<file path="src/rtl/fwd_hazard_unit.sv">
// EX-stage operand forwarding, load-use and multi-cycle (mul/div) hazard control for the 5-stage pipeline.
// Optional FWD_HAZARD_PERF_CNT_EN adds saturating stall-cycle and md-op counters.
module fwd_hazard_unit #(
  parameter int REG_ADDR_W = 5,
  parameter int MD_LATENCY = 4
) (
  input  logic                  clk,
  input  logic                  reset,
  input  logic [REG_ADDR_W-1:0] id_rs,
  input  logic [REG_ADDR_W-1:0] id_rt,
  input  logic                  id_uses_rs,
  input  logic                  id_uses_rt,
  input  logic                  id_is_md,
  input  logic [REG_ADDR_W-1:0] ex_rs,
  input  logic [REG_ADDR_W-1:0] ex_rt,
  input  logic [REG_ADDR_W-1:0] ex_dst,
  input  logic                  ex_mem_read,
  input  logic                  md_start,
  input  logic [REG_ADDR_W-1:0] mem_dst,
  input  logic                  mem_reg_write,
  input  logic [REG_ADDR_W-1:0] wb_dst,
  input  logic                  wb_reg_write,
  output logic [1:0]            fwd_a,
  output logic [1:0]            fwd_b,
  output logic                  stall,
  output logic                  md_busy,
  output logic                  md_done,
  output logic [REG_ADDR_W-1:0] md_wb_dst,
  output logic                  md_overlap_err
`ifdef FWD_HAZARD_PERF_CNT_EN
  ,
  output logic [31:0]           stall_cycles,
  output logic [15:0]           md_ops
`endif
);

  localparam logic [1:0] FWD_REGFILE = 2'b00;
  localparam logic [1:0] FWD_MEM     = 2'b10;
  localparam logic [1:0] FWD_WB      = 2'b11;

  logic [1:0][REG_ADDR_W-1:0] ex_src;
  logic [1:0][1:0]            fwd_sel;

  assign ex_src[0] = ex_rs;
  assign ex_src[1] = ex_rt;

  // MEM holds the younger result, so it wins over WB.
  generate
    for (genvar gi = 0; gi < 2; gi++) begin : g_fwd
      always_comb begin
        fwd_sel[gi] = FWD_REGFILE;
        if (mem_reg_write && (mem_dst != '0) && (mem_dst == ex_src[gi]))
          fwd_sel[gi] = FWD_MEM;
        else if (wb_reg_write && (wb_dst != '0) && (wb_dst == ex_src[gi]))
          fwd_sel[gi] = FWD_WB;
      end
    end
  endgenerate

  assign fwd_a = fwd_sel[0];
  assign fwd_b = fwd_sel[1];

  logic [3:0]            md_cnt_reg, md_cnt_next;
  logic [REG_ADDR_W-1:0] md_dst_reg, md_dst_next;
  logic                  md_overlap_reg, md_overlap_next;
  logic                  md_accept;

  assign md_accept = md_start && (md_cnt_reg == 4'd0);

  always_comb begin
    md_cnt_next     = md_cnt_reg;
    md_dst_next     = md_dst_reg;
    md_overlap_next = md_overlap_reg;
    if (md_accept) begin
      md_cnt_next = 4'(MD_LATENCY);
      md_dst_next = ex_dst;
    end else if (md_cnt_reg != 4'd0) begin
      md_cnt_next = md_cnt_reg - 4'd1;
    end
    // A start while busy is dropped but remembered until reset.
    if (md_start && (md_cnt_reg != 4'd0))
      md_overlap_next = 1'b1;
  end

  always_ff @(posedge clk or negedge reset) begin
    if (!reset) begin
      md_cnt_reg     <= 4'd0;
      md_dst_reg     <= '0;
      md_overlap_reg <= 1'b0;
    end else begin
      md_cnt_reg     <= md_cnt_next;
      md_dst_reg     <= md_dst_next;
      md_overlap_reg <= md_overlap_next;
    end
  end

  assign md_busy        = (md_cnt_reg != 4'd0);
  assign md_done        = (md_cnt_reg == 4'd1);
  assign md_wb_dst      = md_dst_reg;
  assign md_overlap_err = md_overlap_reg;

  logic load_hz, md_raw, md_struct;

  assign load_hz = ex_mem_read && (ex_dst != '0) &&
                   ((id_uses_rs && (id_rs == ex_dst)) || (id_uses_rt && (id_rt == ex_dst)));

  // Held through md_done: the dependent reads the regfile the cycle after the write.
  assign md_raw = md_busy && (md_dst_reg != '0) &&
                  ((id_uses_rs && (id_rs == md_dst_reg)) || (id_uses_rt && (id_rt == md_dst_reg)));

  // A new md op reaches EX one cycle after leaving ID, when the counter has reached 0.
  assign md_struct = id_is_md && (md_cnt_reg > 4'd1);

  assign stall = load_hz || md_raw || md_struct;

`ifdef FWD_HAZARD_PERF_CNT_EN
  logic [31:0] stall_cycles_reg;
  logic [15:0] md_ops_reg;

  always_ff @(posedge clk or negedge reset) begin
    if (!reset) begin
      stall_cycles_reg <= '0;
      md_ops_reg       <= '0;
    end else begin
      if (stall && !(&stall_cycles_reg))
        stall_cycles_reg <= stall_cycles_reg + 32'd1;
      if (md_accept && !(&md_ops_reg))
        md_ops_reg <= md_ops_reg + 16'd1;
    end
  end

  assign stall_cycles = stall_cycles_reg;
  assign md_ops       = md_ops_reg;
`endif

endmodule

</file>
<file path="config.mk">
export PLATFORM = sky130hd
export DESIGN_NAME = fwd_hazard_unit
export DESIGN_NICKNAME = d
export VERILOG_FILES = /design/src/rtl/fwd_hazard_unit.sv
export SDC_FILE = /design/constraint.sdc
export NUM_CORES = 1
export LEC_CHECK = 0
export ABC_AREA = 1
export BUFFER_PORTS_ARGS = -buffer_cell sky130_fd_sc_hd__buf_2
export CORE_MARGIN = 5
export CORE_UTILIZATION = 38
export DETAILED_ROUTE_END_ITERATION = 10
export PLACE_DENSITY_LB_ADDON = 0.05
export SLEW_MARGIN = 0
export SYNTH_ARGS = -nofsm -noshare
export SYNTH_HDL_FRONTEND = slang
export SYNTH_SLANG_ARGS = --single-unit
export TNS_END_PERCENT = 1
</file>
<file path="constraint.sdc">
create_clock -name clk -period 1.5 [get_ports clk]
set_clock_uncertainty 0.05 [all_clocks]
set_input_delay 0.15 -clock clk [delete_from_list [all_inputs] [get_ports clk]]
set_output_delay 0.15 -clock clk [all_outputs]
set_load 0.05 [all_outputs]
</file>
==> metrics.csv, run 1 <==
metric;value;unit
nets@finish;308;
Syn-to-layout area delta;39.3;%
DR vias/cell;4.60;
max incr delay on CP;440;ps
max FFs per register;5;
die width;65.1;um
maximum operating frequency;624;MHz
Pleak;0.948;nW
Inst Count DP;288;
HP Class;in2reg;
Tmin final;1600;ps
Post-Syn Area per Cell;5.89;sq um
CP max stage cell;dfrtp_2;
Rel. slew slack;82.6;%
PwrDens;1390;nW/um^2
pre-CTS setup slack;25.0;ps
Clock transition at path regs;70;ps
TritonCTS clock tree;yes;
Slew Limit Fails;0;
die height;65.1;um
PnR worst setup slack;-103;ps
Top cell by count, worst path;nand2_1;
Cells after Synth;196;
I/O Buffers;56;
core area;2980;sq um
Final Setup Violations;1;
DRT antenna net count;0;
CP Class;reg2out;
# rows;20;
Peak supply drop;1.13;mV
Fin Setup TNS;-103;ps
part of the cycle the worst path needs;107;%
Worst-Skew Late Latency;260;ps
kind of cell adding the most delay to the critical path;simple AND/OR/NAND/NOR gates;
pin count of the biggest net entering global routing;11;
Clock Path Buffers;2;
via count;1351;
commonest non-fill, non-tap cells in the layout;nand2_1, buf_2, nor2_1, inv_1, xnor2_1;
total global routing overflow;0;
register area share after synthesis;21.7;%
fillers;325;
WL final;3280;um
commonest non-fill, non-tap cell in the layout;nand2_1;
crit path launch type;register;
crit path cell chain;nand2_1, nand2_1, nor2_2, nand3_1, nand2_1, nand2_2, nand3_4, buf_8;
Critical Path RT;1300;ps
violated checks;setup timing;
initial drt markers;37;
fraction of layout cells with a size suffix above 1;33.3;%
residual DRC count;0;
worst hold slack;91.0;ps
Placement Cell Area;1520;sq um
flops & latches, synth;10;
Cell variety after synth;22;
final instance area;1610;sq um
crit path capture type;output pin;
Final Non-Filler Cells;294;
die area;4240;sq um
Worst-Margin Slew;263;ps
WP buf/inv;1;
initial antenna violation count;0;
vias in the first global route;1288;
Synth Net Count;242;
IO Count;57;
Routed WL per cell;11.2;um
RD Place Congestion;0.887;
status;finished with violations;
Antenna Cells;0;
Cell Area, Synth;1150;sq um
Inserted Clock Buffers;3;
critical path arrival;1400;ps
Final Hold Fails;0;
DP HPWL;2770;um
first-pass GRT wire length;5570;um
Root Buffer Master;clkbuf_4;
CP max FO;5;
H-Tree Depth;1;
Clock Sinks;10;
GRT Total Usage;16.1;%
Ys Warns;0;
max-cap violations;0;
First-pass DRT Iterations;4;
RSZ-0062 raised after global routing;yes;
initial core utilization;38.8;%
worst reg2reg max path, cell delays in order, from the launching register on:
cell,delay (ps)
dfrtp_1,400
inv_2,90
ha_4,160
nand2_4,60
buf_4,150
inv_2,60
nand2_2,120
nand2_1,100
o21ai_1,70
synth_stat cells (all sizes together):
library cell,count,area (sq um)
a21o,1,7.51
inv,31,116
nand3,9,45.0
nor2,27,109
dfrtp,10,250
nand3b,1,7.51
o21ai,12,63.8
nor3,1,5.00
ha,2,25.0
o31ai,1,7.51
xor2,6,52.6
nand2,74,288
or2,1,8.76
xnor2,15,131
o22ai,1,12.5
nand4,4,25.0
what timing repair did:
action / CTS / global route
endpoints found under the hold margin: 10 / 0
buffers inserted: 0 / 1
pin swaps: 6 / 6
resized for setup: 15 / 4
hold buffers: 1 / 0
setup endpoints to repair: 3 / 4
area by class of cell:
cell class                 count  area, sq um  area share, %
inverter                      31          116           7.23
tap                           33         41.3           2.57
clock buffer                   4         26.3           1.63
multi-input combinational    155          826           51.3
sequential                    10          256           15.9
timing repair buffer          61          343           21.3
metal layers:
| layer | GRT usage, % | up-vias | wire (um) |
|---|---|---|---|
| met2 | 26.6 | 59 | 1440 |
| met3 | 3.76 | 2 | 314 |
| met1 | 22.6 | 565 | 1520 |
| met4 | 0.777 | 0 | 7 |
| met5 | 0 | - | 0 |
| li1 | - | 725 | - |
final timing paths:
kind / startpoint / end / slack (ps) / cells past startpoint
min in group asynchronous: reset / md_cnt_reg[2] / 220 / 2
worst min-delay path: md_start / md_overlap_err / 90 / 2
max in group asynchronous: reset / md_wb_dst[3] / 970 / 2
worst min register to register: md_overlap_err / md_overlap_err / 410 / 1
worst max register to register: md_cnt_reg[0] / md_wb_dst[4] / 130 / 8
worst max-delay path: md_wb_dst[0] / stall / -100 / 8
metrics by stage:
stage | total power (W) | util (%)
after floorplan | 0.00151 | -
after global routing | 0.00244 | 54.0
after detailed placement | 0.00190 | 51.1
after CTS | 0.00222 | 53.5
final | 0.00224 | 54.0
after global placement | 0.00191 | 51.1
cell families (layout without fill, tap and decap cells):
kind of cell | Yosys count | in the layout | synth area share (%)
flops | 10 | 10 | 21.7
simple gates | 117 | 117 | 42.3
compound gates | 15 | 15 | 7.91
xor+xnor | 21 | 21 | 15.9
buf+inv | 31 | 96 | 10.1
fa+ha+maj | 2 | 2 | 2.17
report_power, final:
group	switching, W	internal, W
clock	0.0000868	0.000102
sequential	0.000152	0.000402
combinational	0.000920	0.000576
total	0.00116	0.00108
Power figures use the tool's default switching activity.
==> run 2, diff against run 1 <==
CTS_BUF_LIST = sky130_fd_sc_hd__clkbuf_2 sky130_fd_sc_hd__clkbuf_4 sky130_fd_sc_hd__clkbuf_8   (was not set)
HOLD_SLACK_MARGIN = 0.06   (was not set)
==> run 2 against run 1 <==
Clock power is 11% higher. Via count is 0.22% lower. Routed wire length is 0.43% higher. Global-route usage hardly changed. Cell area is 0.23% higher. The flow still finishes with violations (setup timing).
==> metrics.csv, run 2 (synthesized netlist as in run 1, its figures left out) <==
metric;value;unit
Worst R2R Setup Slack;140;ps
Worst-Margin Slew;263;ps
initial core utilization;38.8;%
I/O Buffers;56;
Critical Path RT;1300;ps
violated checks;setup timing;
Slew Limit Fails;0;
max FFs per register;5;
Clock Path Buffers;2;
Clk pwr share;9.2;%
PwrDens;1400;nW/um^2
max incr delay on CP;440;ps
Final Setup Violations;1;
Top cell by count, worst path;nand2_1;
fillers;323;
die width;65.1;um
Sequential Power Share;24.6;%
CP Class;reg2out;
register area;256;sq um
vias in the first global route;1293;
switching part of the total;51.4;%
crit path cell chain;nand2_1, nand2_1, nor2_2, nand3_1, nand2_1, nand2_2, nand3_4, buf_8;
Rel. slew slack;82.6;%
first-pass GRT wire length;5550;um
commonest non-fill, non-tap cell in the layout;nand2_1;
Routed WL per cell;11.2;um
max-cap violations;0;
Final Hold Fails;0;
crit path launch type;register;
part of the cycle the worst path needs;107;%
area of the multi-input gates;826;sq um
die height;65.1;um
Hold Path Stages;2;
final instance area;1610;sq um
initial antenna violation count;0;
First-pass DRT Iterations;4;
critical path arrival;1410;ps
Antenna Cells;0;
initial drt markers;39;
Syn-to-layout area delta;39.7;%
Placement Cell Area;1520;sq um
DP HPWL;2770;um
HP Class;in2reg;
TritonCTS clock tree;yes;
core area;2980;sq um
CP max stage cell;dfrtp_2;
DR vias/cell;4.59;
IO Count;57;
total global routing overflow;0;
Clock transition at path regs;70;ps
Worst Hold Launch;md_start;
H-Tree Depth;1;
Inserted Clock Buffers;3;
Hold Path End;md_overlap_err;
via count;1348;
Tmin final;1610;ps
GRT Total Usage;16.1;%
CP max FO;5;
Peak supply drop;1.13;mV
Pleak;0.951;nW
Internal;0.00110;W
RSZ-0062 raised after global routing;yes;
PnR worst setup slack;-107;ps
worst r2r path cells;8;
maximum operating frequency;622;MHz
RD Place Congestion;0.887;
Worst-Skew Late Latency;260;ps
crit path capture type;output pin;
Clock Sinks;10;
die area;4240;sq um
commonest non-fill, non-tap cells in the layout;nand2_1, buf_2, nor2_1, inv_1, xnor2_1;
Psw;0.00116;W
Fin Setup TNS;-107;ps
status;finished with violations;
reg2reg end;md_wb_dst[4];
# rows;20;
fraction of layout cells with a size suffix above 1;33.7;%
nets@finish;308;
residual DRC count;0;
Root Buffer Master;clkbuf_4;
combinational share of power;66.2;%
worst r2r src;md_cnt_reg[0];
WL final;3300;um
DRT antenna net count;0;
pin count of the biggest net entering global routing;11;
## run 2: cell counts in the layout (fill, tap and decap cells not counted)
No cell type changed its count.
## run 2: how the worst max path moves through the flow
stage	from	to	slack [ps]
after CTS	md_wb_dst[1]	stall	-130
after global routing	md_wb_dst[1]	stall	-240
after floorplan	md_cnt_reg[0]	stall	20
after detailed placement	md_cnt_reg[1]	stall	30
final	md_wb_dst[0]	stall	-110
after global placement	md_wb_dst[1]	stall	50
## run 2: worst max-delay path: cells and delay by family, from the launching register on
kind / cells / cell delay (ps)
buffers and inverters: 1 / 140
DFF: 1 / 440
and+or+nand+nor: 7 / 560
## run 2: power by group through the flow
| stage | Combinational, W | Sequential [W] | Clock, W |
|---|---|---|---|
| 2_1_floorplan | 0.000782 | 0.000729 | 0 |
| 3_3_place_gp | 0.00136 | 0.000547 | 0 |
| 3_5_place_dp | 0.00136 | 0.000544 | 0 |
| 4_1_cts | 0.00147 | 0.000553 | 0.000216 |
| 5_1_grt | 0.00165 | 0.000578 | 0.000230 |
| 6_report | 0.00150 | 0.000555 | 0.000209 |
## run 2: layout make-up
type	instances	share of cell area (%)
timing repair buffer	61	21.3
clock buffer	4	1.86
tap	33	2.56
multi-input combinational	155	51.2
inverter	31	7.21
sequential	10	15.9
## run 2: metrics by stage
stage / power [W] / std cells / setup slack, ps / hold slack, ps / util, %
after detailed placement: 0.00190 / 288 / 25.0 / -25.2 / 51.1
final: 0.00226 / 294 / -107 / 90.6 / 54.2
after global routing: 0.00246 / 294 / -237 / 88.7 / 54.2
after CTS: 0.00224 / 293 / -130 / 81.5 / 53.6
after floorplan: 0.00151 / 196 / 18.4 / -196 / -
after global placement: 0.00191 / 288 / 47.7 / -22.9 / 51.1
## run 2: repair_timing
action                                 in CTS  in global routing
setup buffers                               0                  1
gates resized for setup                    15                  4
hold buffers                                1                  0
setup endpoints to repair                   3                  4
pin swaps                                   6                  6
endpoints found under the hold margin      10                  0
## run 2: metal layers
metal / global-route usage (%) / share of wire, %
met5: 0 / 0
met1: 22.2 / 47
met3: 3.76 / 9.1
met4: 0.777 / 0.21
met2: 26.9 / 43
==> run 3, diff against run 2 <==
MAX_ROUTING_LAYER = met4   (was not set)
==> run 3 against run 2 <==
The run still ends with setup timing left. Non-clock buffer count stayed put. Core utilization stayed put. Critical path depth unchanged. Sequential power hardly changed. Clock power barely moved. Setup slack hardly changed. Sequential cell count unchanged. Via count is the same. Global-route usage grew 0.43 points. Die area unchanged. Worst hold slack barely moved. Critical endpoint unchanged.
==> metrics.csv, run 3 (synthesized netlist as in run 1, its figures left out) <==
metric;value;unit
Top cell by count, worst path;nand2_1;
CP max stage cell;dfrtp_2;
crit path launch type;register;
max incr delay on CP;440;ps
die height;65.1;um
Critical Path RT;1300;ps
die width;65.1;um
RD Place Congestion;0.902;
Clock transition at path regs;70;ps
CP Class;reg2out;
maximum operating frequency;622;MHz
TritonCTS clock tree;yes;
fraction of layout cells with a size suffix above 1;33.7;%
crit path capture type;output pin;
via count;1348;
GRT Total Usage;16.5;%
Clock Sinks;10;
Routed WL per cell;11.2;um
max FFs per register;5;
Hold Path Stages;2;
worst hold slack;90.4;ps
Slew Limit Fails;0;
crit path cell chain;nand2_1, nand2_1, nor2_2, nand3_1, nand2_1, nand2_2, nand3_4, buf_8;
kind of cell adding the most delay to the critical path;simple AND/OR/NAND/NOR gates;
Worst-Margin Slew;263;ps
initial antenna violation count;0;
Peak supply drop;1.13;mV
Final Setup Violations;1;
die area;4240;sq um
Pleak;0.951;nW
initial drt markers;39;
Root Buffer Master;clkbuf_4;
first-pass GRT wire length;5550;um
nets@finish;308;
worst r2r src;md_cnt_reg[0];
CP max FO;5;
vias in the first global route;1292;
PnR worst setup slack;-107;ps
I/O Buffers;56;
WL final;3300;um
status;finished with violations;
total power;0.00226;W
Syn-to-layout area delta;39.7;%
register area;256;sq um
First-pass DRT Iterations;4;
PwrDens;1400;nW/um^2
Worst-Skew Late Latency;260;ps
Final Util;54.2;%
WP buf/inv;1;
DP HPWL;2770;um
Rel. slew slack;82.6;%
initial core utilization;38.8;%
pin count of the biggest net entering global routing;11;
number of cells on the critical path;8;
Worst Hold Launch;md_start;
Final Hold Fails;0;
DR vias/cell;4.59;
residual DRC count;0;
CP Launch Point;md_wb_dst[0];
commonest non-fill, non-tap cells in the layout;nand2_1, buf_2, nor2_1, inv_1, xnor2_1;
worst r2r path cells;8;
total global routing overflow;0;
H-Tree Depth;1;
area of the multi-input gates;826;sq um
Antenna Cells;0;
critical path arrival;1410;ps
commonest non-fill, non-tap cell in the layout;nand2_1;
HP Class;in2reg;
Clock Path Buffers;2;
part of the cycle the worst path needs;107;%
violated checks;setup timing;
Inserted Clock Buffers;3;
IO Count;57;
fillers;323;
Tmin final;1610;ps
RSZ-0062 raised after global routing;yes;
# rows;20;
DRT antenna net count;0;
core area;2980;sq um
max-cap violations;0;
## run 3: layer usage
layer	global-route usage, %	vias to the layer above	share of wire, %
met2	26.9	57	43
li1	-	726	-
met3	3.59	2	8.8
met5	-	-	0
met1	22.3	563	47
met4	0.777	0	0.24
## run 3: final timing paths
kind                                        to  slack, ps
worst min register to register  md_overlap_err        410
worst min-delay path            md_overlap_err         90
worst max register to register    md_wb_dst[4]        140
max in group asynchronous         md_wb_dst[3]        970
min in group asynchronous        md_cnt_reg[2]        220
worst max-delay path                     stall       -110
## run 3: metrics by stage
stage / TNS, ps / cell area (sq um) / setup slack, ps / std cells
2_1_floorplan: 0 / 1180 / 18.4 / 196
3_3_place_gp: 0 / 1520 / 47.7 / 288
3_5_place_dp: 0 / 1520 / 25.0 / 288
4_1_cts: -130 / 1600 / -130 / 293
5_1_grt: -263 / 1610 / -237 / 294
6_report: -107 / 1610 / -107 / 294
## run 3: cell type report
type,instances,area share [%]
multi-input cells,155,51.2
repair buffers,61,21.3
flip-flops and latches,10,15.9
inverters,31,7.21
well taps,33,2.56
clock buffers,4,1.86
## run 3: power by group
group | switching, W | leakage (nW) | total, W | internal (W)
combinational | 0.000920 | 0.820 | 0.00150 | 0.000576
clock | 0.0000882 | 0.0184 | 0.000209 | 0.000121
sequential | 0.000152 | 0.113 | 0.000555 | 0.000402
## run 3: timing repair
item                                    CTS  global route
pin swaps                                 6             6
endpoints found under the setup margin    3             4
hold endpoints to repair                 10             0
resized for setup                        15             4
hold buffers                              1             0
setup buffers                             0             1
